[config.mk]
export PLATFORM = sky130hd
export DESIGN_NAME = vigna_bus_arbiter
export DESIGN_NICKNAME = d
export VERILOG_FILES = /design/src/rtl/vigna_bus_pkg.sv /design/src/rtl/vigna_rr_pick.sv /design/src/rtl/vigna_bus_arbiter.sv
export SDC_FILE = /design/constraint.sdc
export NUM_CORES = 1
export LEC_CHECK = 0
export CAP_MARGIN = 10
export CORE_ASPECT_RATIO = 2
export CORE_MARGIN = 2
export CORE_UTILIZATION = 30
export CTS_CLUSTER_DIAMETER = 200
export CTS_CLUSTER_SIZE = 16
export DETAILED_ROUTE_END_ITERATION = 6
export DONT_BUFFER_PORTS = 1
export GPL_TIMING_DRIVEN = 1
export PLACE_DENSITY = 0.47
export SETUP_SLACK_MARGIN = 0.05
export SLEW_MARGIN = 20
export SYNTH_ARGS = -nofsm -noshare
export SYNTH_HDL_FRONTEND = slang
export SYNTH_SLANG_ARGS = --single-unit
[constraint.sdc]
create_clock -name clk -period 2.05 [get_ports clk]
set_input_delay 0.41 -clock clk [delete_from_list [all_inputs] [get_ports clk]]
set_output_delay 0.41 -clock clk [all_outputs]
set_load 0.01 [all_outputs]
[src/rtl/vigna_bus_pkg.sv]
// Shared definitions for the vigna bus arbiter: state encoding, default error data
// and an elaboration-time clog2 helper.
package vigna_bus_pkg;

  typedef enum logic {
    IDLE = 1'b0,
    BUSY = 1'b1
  } state_e;

  localparam logic [31:0] DEFAULT_ERR_RDATA = 32'hDEAD_BEEF;

  // Ceiling log2; returns 0 for inputs of 0 or 1.
  function automatic int unsigned clog2(input int unsigned value);
    int unsigned res;
    res = 0;
    while ((64'd1 << res) < 64'(value)) res++;
    return res;
  endfunction

endpackage

[src/rtl/vigna_rr_pick.sv]
// Round-robin winner selection: first requester scanning upward from last+1, wrapping.
module vigna_rr_pick
  import vigna_bus_pkg::*;
#(
  parameter int unsigned N     = 2,
  parameter int unsigned IDX_W = clog2(N)
) (
  input  logic [N-1:0]     req,
  input  logic [IDX_W-1:0] last,
  output logic [N-1:0]     win_oh,
  output logic [IDX_W-1:0] win_idx
);

  logic             lo_found;
  logic             hi_found;
  logic [IDX_W-1:0] lo_idx;
  logic [IDX_W-1:0] hi_idx;

  // Lowest requester above last wins; otherwise wrap to the lowest requester overall.
  always_comb begin
    lo_found = 1'b0;
    hi_found = 1'b0;
    lo_idx   = '0;
    hi_idx   = '0;
    for (int j = int'(N) - 1; j >= 0; j--) begin
      if (req[j]) begin
        lo_found = 1'b1;
        lo_idx   = IDX_W'(j);
      end
      if (req[j] && (j > int'(last))) begin
        hi_found = 1'b1;
        hi_idx   = IDX_W'(j);
      end
    end
    win_idx = hi_found ? hi_idx : lo_idx;
    win_oh  = lo_found ? (N'(1) << win_idx) : '0;
  end

endmodule

[src/rtl/vigna_bus_arbiter.sv]
// N-master round-robin arbiter for the vigna valid/ready memory port, with a
// programmable hung-transaction timeout that completes with an error.
module vigna_bus_arbiter
  import vigna_bus_pkg::*;
#(
  parameter int unsigned NUM_MASTERS = 2,
  parameter int unsigned TIMEOUT     = 256,
  parameter logic [31:0] ERR_RDATA   = DEFAULT_ERR_RDATA
) (
  input  logic                     clk,
  input  logic                     reset,
  input  logic [NUM_MASTERS-1:0]   m_valid,
  output logic [NUM_MASTERS-1:0]   m_ready,
  input  logic [32*NUM_MASTERS-1:0] m_addr,
  input  logic [32*NUM_MASTERS-1:0] m_wdata,
  input  logic [4*NUM_MASTERS-1:0] m_wstrb,
  output logic [31:0]              m_rdata,
  output logic                     s_valid,
  input  logic                     s_ready,
  output logic [31:0]              s_addr,
  output logic [31:0]              s_wdata,
  output logic [3:0]               s_wstrb,
  input  logic [31:0]              s_rdata,
  output logic [NUM_MASTERS-1:0]   grant,
  output logic                     bus_err
);

  localparam int unsigned IDX_W = clog2(NUM_MASTERS);
  localparam int unsigned CNT_W = (clog2(TIMEOUT + 1) > 0) ? clog2(TIMEOUT + 1) : 1;
  localparam logic [CNT_W-1:0] CNT_LAST = CNT_W'(TIMEOUT - 1);
  localparam logic [CNT_W-1:0] CNT_MAX  = CNT_W'(TIMEOUT);
  localparam logic [IDX_W-1:0] LAST_RST = IDX_W'(NUM_MASTERS - 1);

  state_e                 state_q, state_d;
  logic [31:0]            s_addr_q, s_addr_d;
  logic [31:0]            s_wdata_q, s_wdata_d;
  logic [3:0]             s_wstrb_q, s_wstrb_d;
  logic [NUM_MASTERS-1:0] grant_q, grant_d;
  logic [IDX_W-1:0]       gidx_q, gidx_d;
  logic [IDX_W-1:0]       last_q, last_d;
  logic [CNT_W-1:0]       cnt_q, cnt_d;

  logic [31:0]            addr_a  [NUM_MASTERS];
  logic [31:0]            wdata_a [NUM_MASTERS];
  logic [3:0]             wstrb_a [NUM_MASTERS];
  logic [NUM_MASTERS-1:0] pick_oh;
  logic [IDX_W-1:0]       pick_idx;
  logic                   busy;
  logic                   done_ok;
  logic                   tmo_hit;

  always_comb begin
    for (int i = 0; i < int'(NUM_MASTERS); i++) begin
      addr_a[i]  = m_addr[32*i +: 32];
      wdata_a[i] = m_wdata[32*i +: 32];
      wstrb_a[i] = m_wstrb[4*i +: 4];
    end
  end

  vigna_rr_pick #(
    .N     (NUM_MASTERS),
    .IDX_W (IDX_W)
  ) u_pick (
    .req     (m_valid),
    .last    (last_q),
    .win_oh  (pick_oh),
    .win_idx (pick_idx)
  );

  // Normal completion takes precedence over a coinciding timeout; reset masks both.
  assign busy    = (state_q == BUSY);
  assign done_ok = !reset && busy && s_ready;
  assign tmo_hit = !reset && busy && !s_ready && (TIMEOUT != 0) && (cnt_q == CNT_LAST);

  always_comb begin
    state_d   = state_q;
    s_addr_d  = s_addr_q;
    s_wdata_d = s_wdata_q;
    s_wstrb_d = s_wstrb_q;
    grant_d   = grant_q;
    gidx_d    = gidx_q;
    last_d    = last_q;
    cnt_d     = cnt_q;
    case (state_q)
      IDLE: begin
        if (|m_valid) begin
          state_d   = BUSY;
          s_addr_d  = addr_a[pick_idx];
          s_wdata_d = wdata_a[pick_idx];
          s_wstrb_d = wstrb_a[pick_idx];
          grant_d   = pick_oh;
          gidx_d    = pick_idx;
          cnt_d     = '0;
        end
      end
      BUSY: begin
        if (done_ok || tmo_hit) begin
          state_d = IDLE;
          grant_d = '0;
          last_d  = gidx_q;
        end else if ((TIMEOUT != 0) && (cnt_q != CNT_MAX)) begin
          cnt_d = cnt_q + CNT_W'(1);
        end
      end
      default: state_d = IDLE;
    endcase
  end

  always_ff @(posedge clk) begin
    if (reset) begin
      state_q   <= IDLE;
      s_addr_q  <= '0;
      s_wdata_q <= '0;
      s_wstrb_q <= '0;
      grant_q   <= '0;
      gidx_q    <= '0;
      last_q    <= LAST_RST;
      cnt_q     <= '0;
    end else begin
      state_q   <= state_d;
      s_addr_q  <= s_addr_d;
      s_wdata_q <= s_wdata_d;
      s_wstrb_q <= s_wstrb_d;
      grant_q   <= grant_d;
      gidx_q    <= gidx_d;
      last_q    <= last_d;
      cnt_q     <= cnt_d;
    end
  end

  assign s_valid = busy;
  assign s_addr  = s_addr_q;
  assign s_wdata = s_wdata_q;
  assign s_wstrb = s_wstrb_q;
  assign grant   = grant_q;
  assign m_ready = (done_ok || tmo_hit) ? grant_q : '0;
  assign m_rdata = tmo_hit ? ERR_RDATA : s_rdata;
  assign bus_err = tmo_hit;

endmodule
==> impl_summary.log, run 1 <==
[metrics] CORE AREA: between 10000 and 15000 µm²
[metrics] drt wl/cell: 21.02 µm
[metrics] total via count in the routed design: between 3000 and 4000
[metrics] RSZ-0062 raised after global routing: yes
[metrics] min Tclk post-route: 2.140 ns
[metrics] Final Util: 0.3597
[metrics] Avg Synthesized Cell Area: 9.442 µm²
[metrics] Hold-fix buffers, CTS: 0
[metrics] wire length of the first global-routing pass: 15.19 mm
[metrics] number of nets at the end of the flow: approximately 520
[metrics] peak clock frequency supported by timing: 467.3 MHz
[metrics] CTS sink cnt: a little over 80
[metrics] Flop pwr share: 0.489
[metrics] clk_skew: 0.005468 ns
[metrics] layout cell share with drive strength beyond 1: 0.2210
[metrics] via count of the first global-routing pass: 2821
[metrics] full die area: 12090 µm²
[metrics] Power Density: around 970 nW/µm²
[metrics] Top Ports: 279
[metrics] post-synthesis sequential area ratio: 0.4897
[metrics] CTS tree: done
[metrics] total area of multi-input combinational cells: 1620 µm²
[metrics] cell area after synthesis: 3352 µm²
[metrics] Post-Route Hold Slack: ~0.15 ns
[metrics] worst path arrival time: between 1.5 and 2 ns
[metrics] post-layout worst setup margin: -0.09008 ns
[metrics] Comb pwr share: 0.111
[metrics] synthesized netlist net count: approximately 530
[metrics] global placer's final weighted congestion: 0.9204
[metrics] outcome: finished with violations
[metrics] number of flip-flops and latches in the synthesized netlist: 82
[metrics] worst slack at placement: 0.07069 ns
[metrics] Crit path required time: 1.64 ns
[metrics] post-route antenna net violation count: 0
[metrics] number of buffers on the longest clock path: 2
[metrics] static leakage: 1.421 nW
[metrics] area added between synthesis and finish: 16.72%
[metrics] total chip power: 0.003783 W
[metrics] initial drt markers: 593
[metrics] switching share of power: 0.2696
[metrics] max-slew violations: 0
[metrics] Diodes inserted: 0
[metrics] top fanout value on the critical path: 33
[metrics] total wire length: 10.37 mm
[metrics] Relative slew margins: 0.6531
[metrics] total net switching power: 0.001020 W
[metrics] commonest non-fill, non-tap cell in the layout: sky130_fd_sc_hd__dfxtp_1
[metrics] Slew @ Worst Pin: 0.5203 ns
[metrics] setup violation total in the final timing report: 32
[metrics] cell count after synthesis: between 300 and 400
[metrics] worst ir drop on vdd: between 0.5 and 0.6 mV
[metrics] combined flip-flop and latch cell area: 1650 µm²
[metrics] unique cell type count in the Yosys netlist: 33
[metrics] height of the die: 153.5 µm
[metrics] most frequent cells in the layout: sky130_fd_sc_hd__dfxtp_1, sky130_fd_sc_hd__nor2_1, sky130_fd_sc_hd__a222oi_1
[metrics] detail-routed via count per cell: 6.229
[metrics] max-cap violation count: 0
[metrics] DR pass1 iterations: 7
[metrics] Hold Vio Cnt, Final: 0
[metrics] Skew-Pair Late Insertion Delay: 0.33 ns
[metrics] pin count of the biggest net entering global routing: between 70 and 80
[metrics] element type at the critical path end: output port
[metrics] final worst path period share: 1.044
[metrics] initial core utilization: 0.3081
[metrics] total CTS buffers: 9
[metrics] initial antenna violation count: 0
[metrics] number of warnings printed during yosys synthesis: 0
[metrics] failing checks: design-rule violations, negative setup slack
[metrics] total DRC errors in the routed layout: 9
[metrics] Min-Delay Path Class: input port to register
[metrics] GRT Overall Usage: 0.1609
[metrics] clk root buf: sky130_fd_sc_hd__clkbuf_16
[metrics] global-route congestion overflow total: 0
[metrics] I/O Buffers: 0
[metrics] Power Internal: 0.002763 W
[metrics] Std-Cell Rows: 54
[metrics] worst setup path category: register to output port
[metrics] Clock Power Share: 0.399
[metrics] clock-pin slew on the worst setup and hold paths: around 0.06 ns
[metrics] critical path launch point type: register
[metrics] H-tree depth: 3
[metrics] layout filler cell count: 1101
[metrics] final HPWL from detailed placement: 7.657 mm
[metrics] Die Wd: between 70 and 80 µm
==> path summary, 6_finish.rpt <==
path | from | depth (start not counted) | slack, ns | to
max | cnt_q[1]$_SDFFE_PP0P_ | 7 | -0.09 | m_rdata[25]
min | reset | 1 | 0.15 | s_wdata[29]$_SDFFE_PP0P_
max reg2reg | cnt_q[1]$_SDFFE_PP0P_ | 9 | 0.11 | cnt_q[1]$_SDFFE_PP0P_
min reg2reg | gidx_q$_SDFFE_PP0P_ | 2 | 0.46 | last_q$_SDFFE_PP1P_
==> repair_timing <==
item,4_1_cts,5_1_grt
resized for setup,18,4
setup buffers,2,1
endpoints found under the setup margin,36,40
pin swaps,1,0
==> synthesized netlist by cell type (all sizes together) <==
master	count	area share
o31ai	2	0.0045
nor3b	2	0.0060
nand4	3	0.0056
or2	26	0.049
buf	4	0.0097
a211oi	1	0.0037
xor2	1	0.0026
nor2	78	0.087
and4	1	0.0026
a21oi	7	0.010
inv	6	0.0067
o211ai	1	0.0022
or3	6	0.011
and2	3	0.0056
a222oi	68	0.20
ha	3	0.011
dfxtp	82	0.49
a31oi	2	0.0037
o21ai	9	0.015
nand2	2	0.0022
o211a	1	0.0030
nor4	1	0.0019
clkbuf	30	0.034
nand3	2	0.0030
nor2b	8	0.015
or4	3	0.0067
nand2b	2	0.0037
and3	1	0.0019
==> flip-flops by register name, indices dropped and copies added (netlist names) <==
register	cells
cnt_q	9
gidx_q	1
grant	2
last_q	1
s_addr	32
s_valid	1
s_wdata	32
s_wstrb	4
==> power by group through the flow <==
stage | Sequential [W] | Clock (W) | Combinational, W
after floorplan | 0.00185 | 0 | 0.000349
after global placement | 0.00189 | 0 | 0.000406
after detailed placement | 0.00188 | 0 | 0.000413
after CTS | 0.00185 | 0.00157 | 0.000421
after global routing | 0.00186 | 0.00163 | 0.000471
final | 0.00185 | 0.00151 | 0.000421
==> per-stage QoR <==
step | instance area [µm²] | setup TNS, ns | cells
floorplan | 3354 | 0 | 355
global placement | 3536 | 0 | 474
detailed placement | 3536 | 0 | 474
CTS | 3897 | -3.587 | 492
global route | 3913 | -6.247 | 493
finish | 3913 | -2.193 | 493
==> cell type report <==
type                    count  share of cell area
clock buffers              10             0.06108
clock inverters             6             0.01215
inverters                   6            0.005756
multi-input cells         233              0.4141
flip-flops and latches     82              0.4218
well taps                 140             0.04477
repair buffers             16             0.04029
==> metal layers <==
layer	track usage	share of wire	up-vias
li1	-	-	1352
met1	0.1757	0.35	1467
met2	0.2841	0.55	241
met3	0.04841	0.088	11
met4	0.06433	0.015	0
met5	0	0	-
==> logic make-up (layout without fill, tap and decap cells) <==
logic type | after synthesis | count (layout) | synth area share
and+or+nand+nor | 138 | 138 | 0.2012
AOI/OAI and AO/OA | 91 | 91 | 0.2452
DFF | 82 | 82 | 0.4897
buffers and inverters | 40 | 38 | 0.05002
adders and majority gates | 3 | 3 | 0.01120
xor gates and xnor gates | 1 | 1 | 0.002613
==> worst max-delay path: stages (launching register included) <==
cell	delay (ns)
sky130_fd_sc_hd__dfxtp_2	0.33
sky130_fd_sc_hd__ha_4	0.16
sky130_fd_sc_hd__nand3_2	0.07
sky130_fd_sc_hd__nor2_2	0.04
sky130_fd_sc_hd__ha_2	0.17
sky130_fd_sc_hd__nor3b_4	0.15
sky130_fd_sc_hd__buf_12	0.17
sky130_fd_sc_hd__or2_2	0.31
Note: power is estimated with default switching activity, not from simulation.
==> run 2: changes to the inputs <==
- RECOVER_POWER: not set -> 100
==> impl_summary.log, run 2 (synthesis gave the netlist of run 1 again) <==
[metrics] outcome: finished with violations (unchanged)
[metrics] failing checks: design-rule violations, negative setup slack (unchanged)
[metrics] total DRC errors in the routed layout: 15 (was 9)
[metrics] worst setup path category: register to output port (unchanged)
[metrics] Power Internal: 0.002758 W (was 0.002763 W)
[metrics] worst path arrival time: 1.73 ns (about the same)
[metrics] Clock Power Share: 0.400 (was 0.399)
[metrics] post-layout worst setup margin: -0.09030 ns (was -0.09008 ns)
[metrics] CTS sink cnt: 82 (unchanged)
[metrics] Flop pwr share: 0.490 (was 0.489)
[metrics] RSZ-0062 raised after global routing: yes (unchanged)
[metrics] total net switching power: 0.001021 W (was 0.001020 W)
[metrics] number of nets at the end of the flow: 524 (unchanged)
[metrics] height of the die: 153.5 µm (unchanged)
[metrics] endpoint of the most critical register-to-register path: s_addr[9]$_SDFFE_PP0P_ (was cnt_q[1]$_SDFFE_PP0P_)
[metrics] post-route met1 wirelength: 3.659 mm (was 3.643 mm)
[metrics] slack of the worst reg-to-reg path: 0.05 ns (was 0.11 ns)
[metrics] initial drt markers: 593 (unchanged)
[metrics] clk root buf: sky130_fd_sc_hd__clkbuf_16 (unchanged)
[metrics] commonest non-fill, non-tap cell in the layout: sky130_fd_sc_hd__dfxtp_1 (unchanged)
[metrics] I/O Buffers: 0 (unchanged)
[metrics] GRT Overall Usage: 0.1609 (unchanged)
[metrics] number of buffers on the longest clock path: 2 (unchanged)
[metrics] Crit path required time: 1.64 ns (about the same)
[metrics] critical path launch point type: register (unchanged)
[metrics] total chip power: 0.003779 W (was 0.003783 W)
[metrics] switching share of power: 0.2701 (was 0.2696)
[metrics] global placer's final weighted congestion: 0.9204 (unchanged)
[metrics] worst hold path cell count: 1 (unchanged)
[metrics] area added between synthesis and finish: 16.27% (was 16.72%)
[metrics] Die Wd: 78.75 µm (unchanged)
[metrics] combined flip-flop and latch cell area: 1650 µm² (unchanged)
[metrics] Relative slew margins: 0.5076 (was 0.6531)
[metrics] CTS tree: done (unchanged)
[metrics] met3 routed wirelength: 892 µm (was 912 µm)
[metrics] worst path cell trace: ha_4 -> nand3_2 -> nor2_2 -> ha_2 -> nor3b_4 -> buf_12 -> or2_2 (unchanged)
[metrics] global-route congestion overflow total: 0 (unchanged)
[metrics] final worst path period share: 1.044 (about the same)
[metrics] static leakage: 1.416 nW (was 1.421 nW)
[metrics] top fanout value on the critical path: 33 (unchanged)
[metrics] layout filler cell count: 1103 (was 1101)
[metrics] worst ir drop on vdd: 0.5370 mV (was 0.5371 mV)
[metrics] FF-to-FF Start: s_valid$_SDFF_PP0_ (was cnt_q[1]$_SDFFE_PP0P_)
[metrics] Slew @ Worst Pin: 0.7385 ns (was 0.5203 ns)
[metrics] hold endpoint: s_wdata[29]$_SDFFE_PP0P_ (unchanged)
[metrics] Min-Delay Path Class: input port to register (unchanged)
[metrics] Comb pwr share: 0.110 (was 0.111)
[metrics] post-route antenna net violation count: 0 (unchanged)
[metrics] total CTS buffers: 9 (unchanged)
[metrics] max-slew violations: 0 (unchanged)
[metrics] via count of the first global-routing pass: 2821 (unchanged)
[metrics] wire length of the first global-routing pass: 15.19 mm (unchanged)
[metrics] element type at the critical path end: output port (unchanged)
[metrics] detail-routed via count per cell: 6.233 (was 6.229)
[metrics] Hold-fix buffers, CTS: 0 (unchanged)
[metrics] Top Ports: 279 (unchanged)
[metrics] layout cell share with drive strength beyond 1: 0.2210 (unchanged)
[metrics] min Tclk post-route: 2.140 ns (about the same)
[metrics] worst hold path startpoint: reset (unchanged)
[metrics] Hold Vio Cnt, Final: 0 (unchanged)
[metrics] pin count of the biggest net entering global routing: 79 (unchanged)
[metrics] initial antenna violation count: 0 (unchanged)
[metrics] final HPWL from detailed placement: 7.657 mm (unchanged)
[metrics] max-cap violation count: 0 (unchanged)
[metrics] peak clock frequency supported by timing: 467.2 MHz (was 467.3 MHz)
[metrics] Area after DPL: 3536 µm² (unchanged)
[metrics] master of the slowest instance on the critical path: sky130_fd_sc_hd__dfxtp_2 (unchanged)
[metrics] Std-Cell Rows: 54 (unchanged)
[metrics] DR pass1 iterations: 7 (unchanged)
[metrics] total via count in the routed design: 3073 (was 3071)
[metrics] highest cell delay on the worst timing path: 0.33 ns (about the same)
[metrics] most frequent cells in the layout: sky130_fd_sc_hd__dfxtp_1, sky130_fd_sc_hd__nor2_1, sky130_fd_sc_hd__a222oi_1 (unchanged)
[metrics] highest metal layer used by the detailed router: met4 (unchanged)
[metrics] clk_skew: 0.005552 ns (was 0.005468 ns)
[metrics] wire length on met2: 5.685 mm (was 5.652 mm)
[metrics] worst-case reg-to-reg path depth: 6 (was 9)
[metrics] initial core utilization: 0.3081 (unchanged)
[metrics] H-tree depth: 3 (unchanged)
[metrics] Diodes inserted: 0 (unchanged)
[metrics] CORE AREA: 10880 µm² (unchanged)
[metrics] clock-pin slew on the worst setup and hold paths: 0.06 ns (about the same)
[metrics] total area of multi-input combinational cells: 1620 µm² (unchanged)
[metrics] Skew-Pair Late Insertion Delay: 0.33 ns (about the same)
[metrics] worst slack at placement: 0.07069 ns (unchanged)
[metrics] setup violation total in the final timing report: 32 (unchanged)
[metrics] full die area: 12090 µm² (unchanged)
[metrics] area of all placed cells without fillers: 3897 µm² (was 3913 µm²)
[metrics] Power Density: 969.6 nW/µm² (was 966.9 nW/µm²)
[metrics] drt wl/cell: 21.07 µm (was 21.02 µm)
[metrics] total wire length: 10.39 mm (was 10.37 mm)
[run 2: cell count changes in the layout (fill, tap and decap cells not counted)]
cell | before | now
sky130_fd_sc_hd__clkbuf_4 | 0 | 1
sky130_fd_sc_hd__clkbuf_2 | 0 | 1
sky130_fd_sc_hd__buf_4 | 13 | 12
sky130_fd_sc_hd__buf_12 | 3 | 2
[run 2: power groups by stage]
stage | registers, W | logic [W] | clock network [W]
floorplan | 0.00185 | 0.000349 | 0
global placement | 0.00189 | 0.000406 | 0
detailed placement | 0.00188 | 0.000413 | 0
CTS | 0.00185 | 0.000421 | 0.00157
global route | 0.00186 | 0.000466 | 0.00163
finish | 0.00185 | 0.000416 | 0.00151
[run 2: cell type report]
type                    instances  area share
multi-input cells             233      0.4157
inverters                       6    0.005778
well taps                     140     0.04494
clock buffers                  10     0.06132
repair buffers                 16     0.03660
flip-flops and latches         82      0.4234
clock inverters                 6     0.01220
[run 2: how the worst max path moves through the flow]
stage / depth (start not counted) / startpoint / to / slack (ns)
2_1_floorplan: 7 / cnt_q[0]$_SDFFE_PP0P_ / m_rdata[18] / 0.1
3_3_place_gp: 8 / cnt_q[0]$_SDFFE_PP0P_ / cnt_q[2]$_SDFFE_PP0P_ / 0.15
3_5_place_dp: 8 / cnt_q[0]$_SDFFE_PP0P_ / cnt_q[1]$_SDFFE_PP0P_ / 0.07
4_1_cts: 7 / cnt_q[0]$_SDFFE_PP0P_ / m_rdata[25] / -0.13
5_1_grt: 7 / cnt_q[0]$_SDFFE_PP0P_ / m_rdata[11] / -0.21
6_report: 7 / cnt_q[1]$_SDFFE_PP0P_ / m_rdata[25] / -0.09
[run 2: what timing repair did]
action,in CTS,in global routing
pin swaps,1,0
gates cloned,0,0
gates resized for setup,18,4
setup endpoints to repair,36,40
buffers inserted,2,1
[run 2: metrics by stage]
stage / hold WS [ns] / TNS [ns] / std cells / utilization
6_report: 0.1484 / -2.211 / 493 / 0.3583
5_1_grt: 0.1331 / -6.840 / 493 / 0.3583
4_1_cts: 0.1352 / -3.587 / 492 / 0.3583
3_5_place_dp: 0.4477 / 0 / 474 / 0.3251
3_3_place_gp: 0.4373 / 0 / 474 / 0.3251
2_1_floorplan: 0.4254 / 0 / 355 / -
[run 2: metal layers]
| layer | up-vias | track usage |
|---|---|---|
| met3 | 9 | 0.04841 |
| li1 | 1352 | - |
| met2 | 238 | 0.2841 |
| met1 | 1474 | 0.1757 |
| met5 | - | 0 |
| met4 | 0 | 0.06433 |
[run 2: critical path: cells and delay by family (launching register included)]
kind | cells | cell delay, ns
fa+ha+maj | 2 | 0.33
buf+inv | 1 | 0.17
flops | 1 | 0.33
simple gates | 4 | 0.57
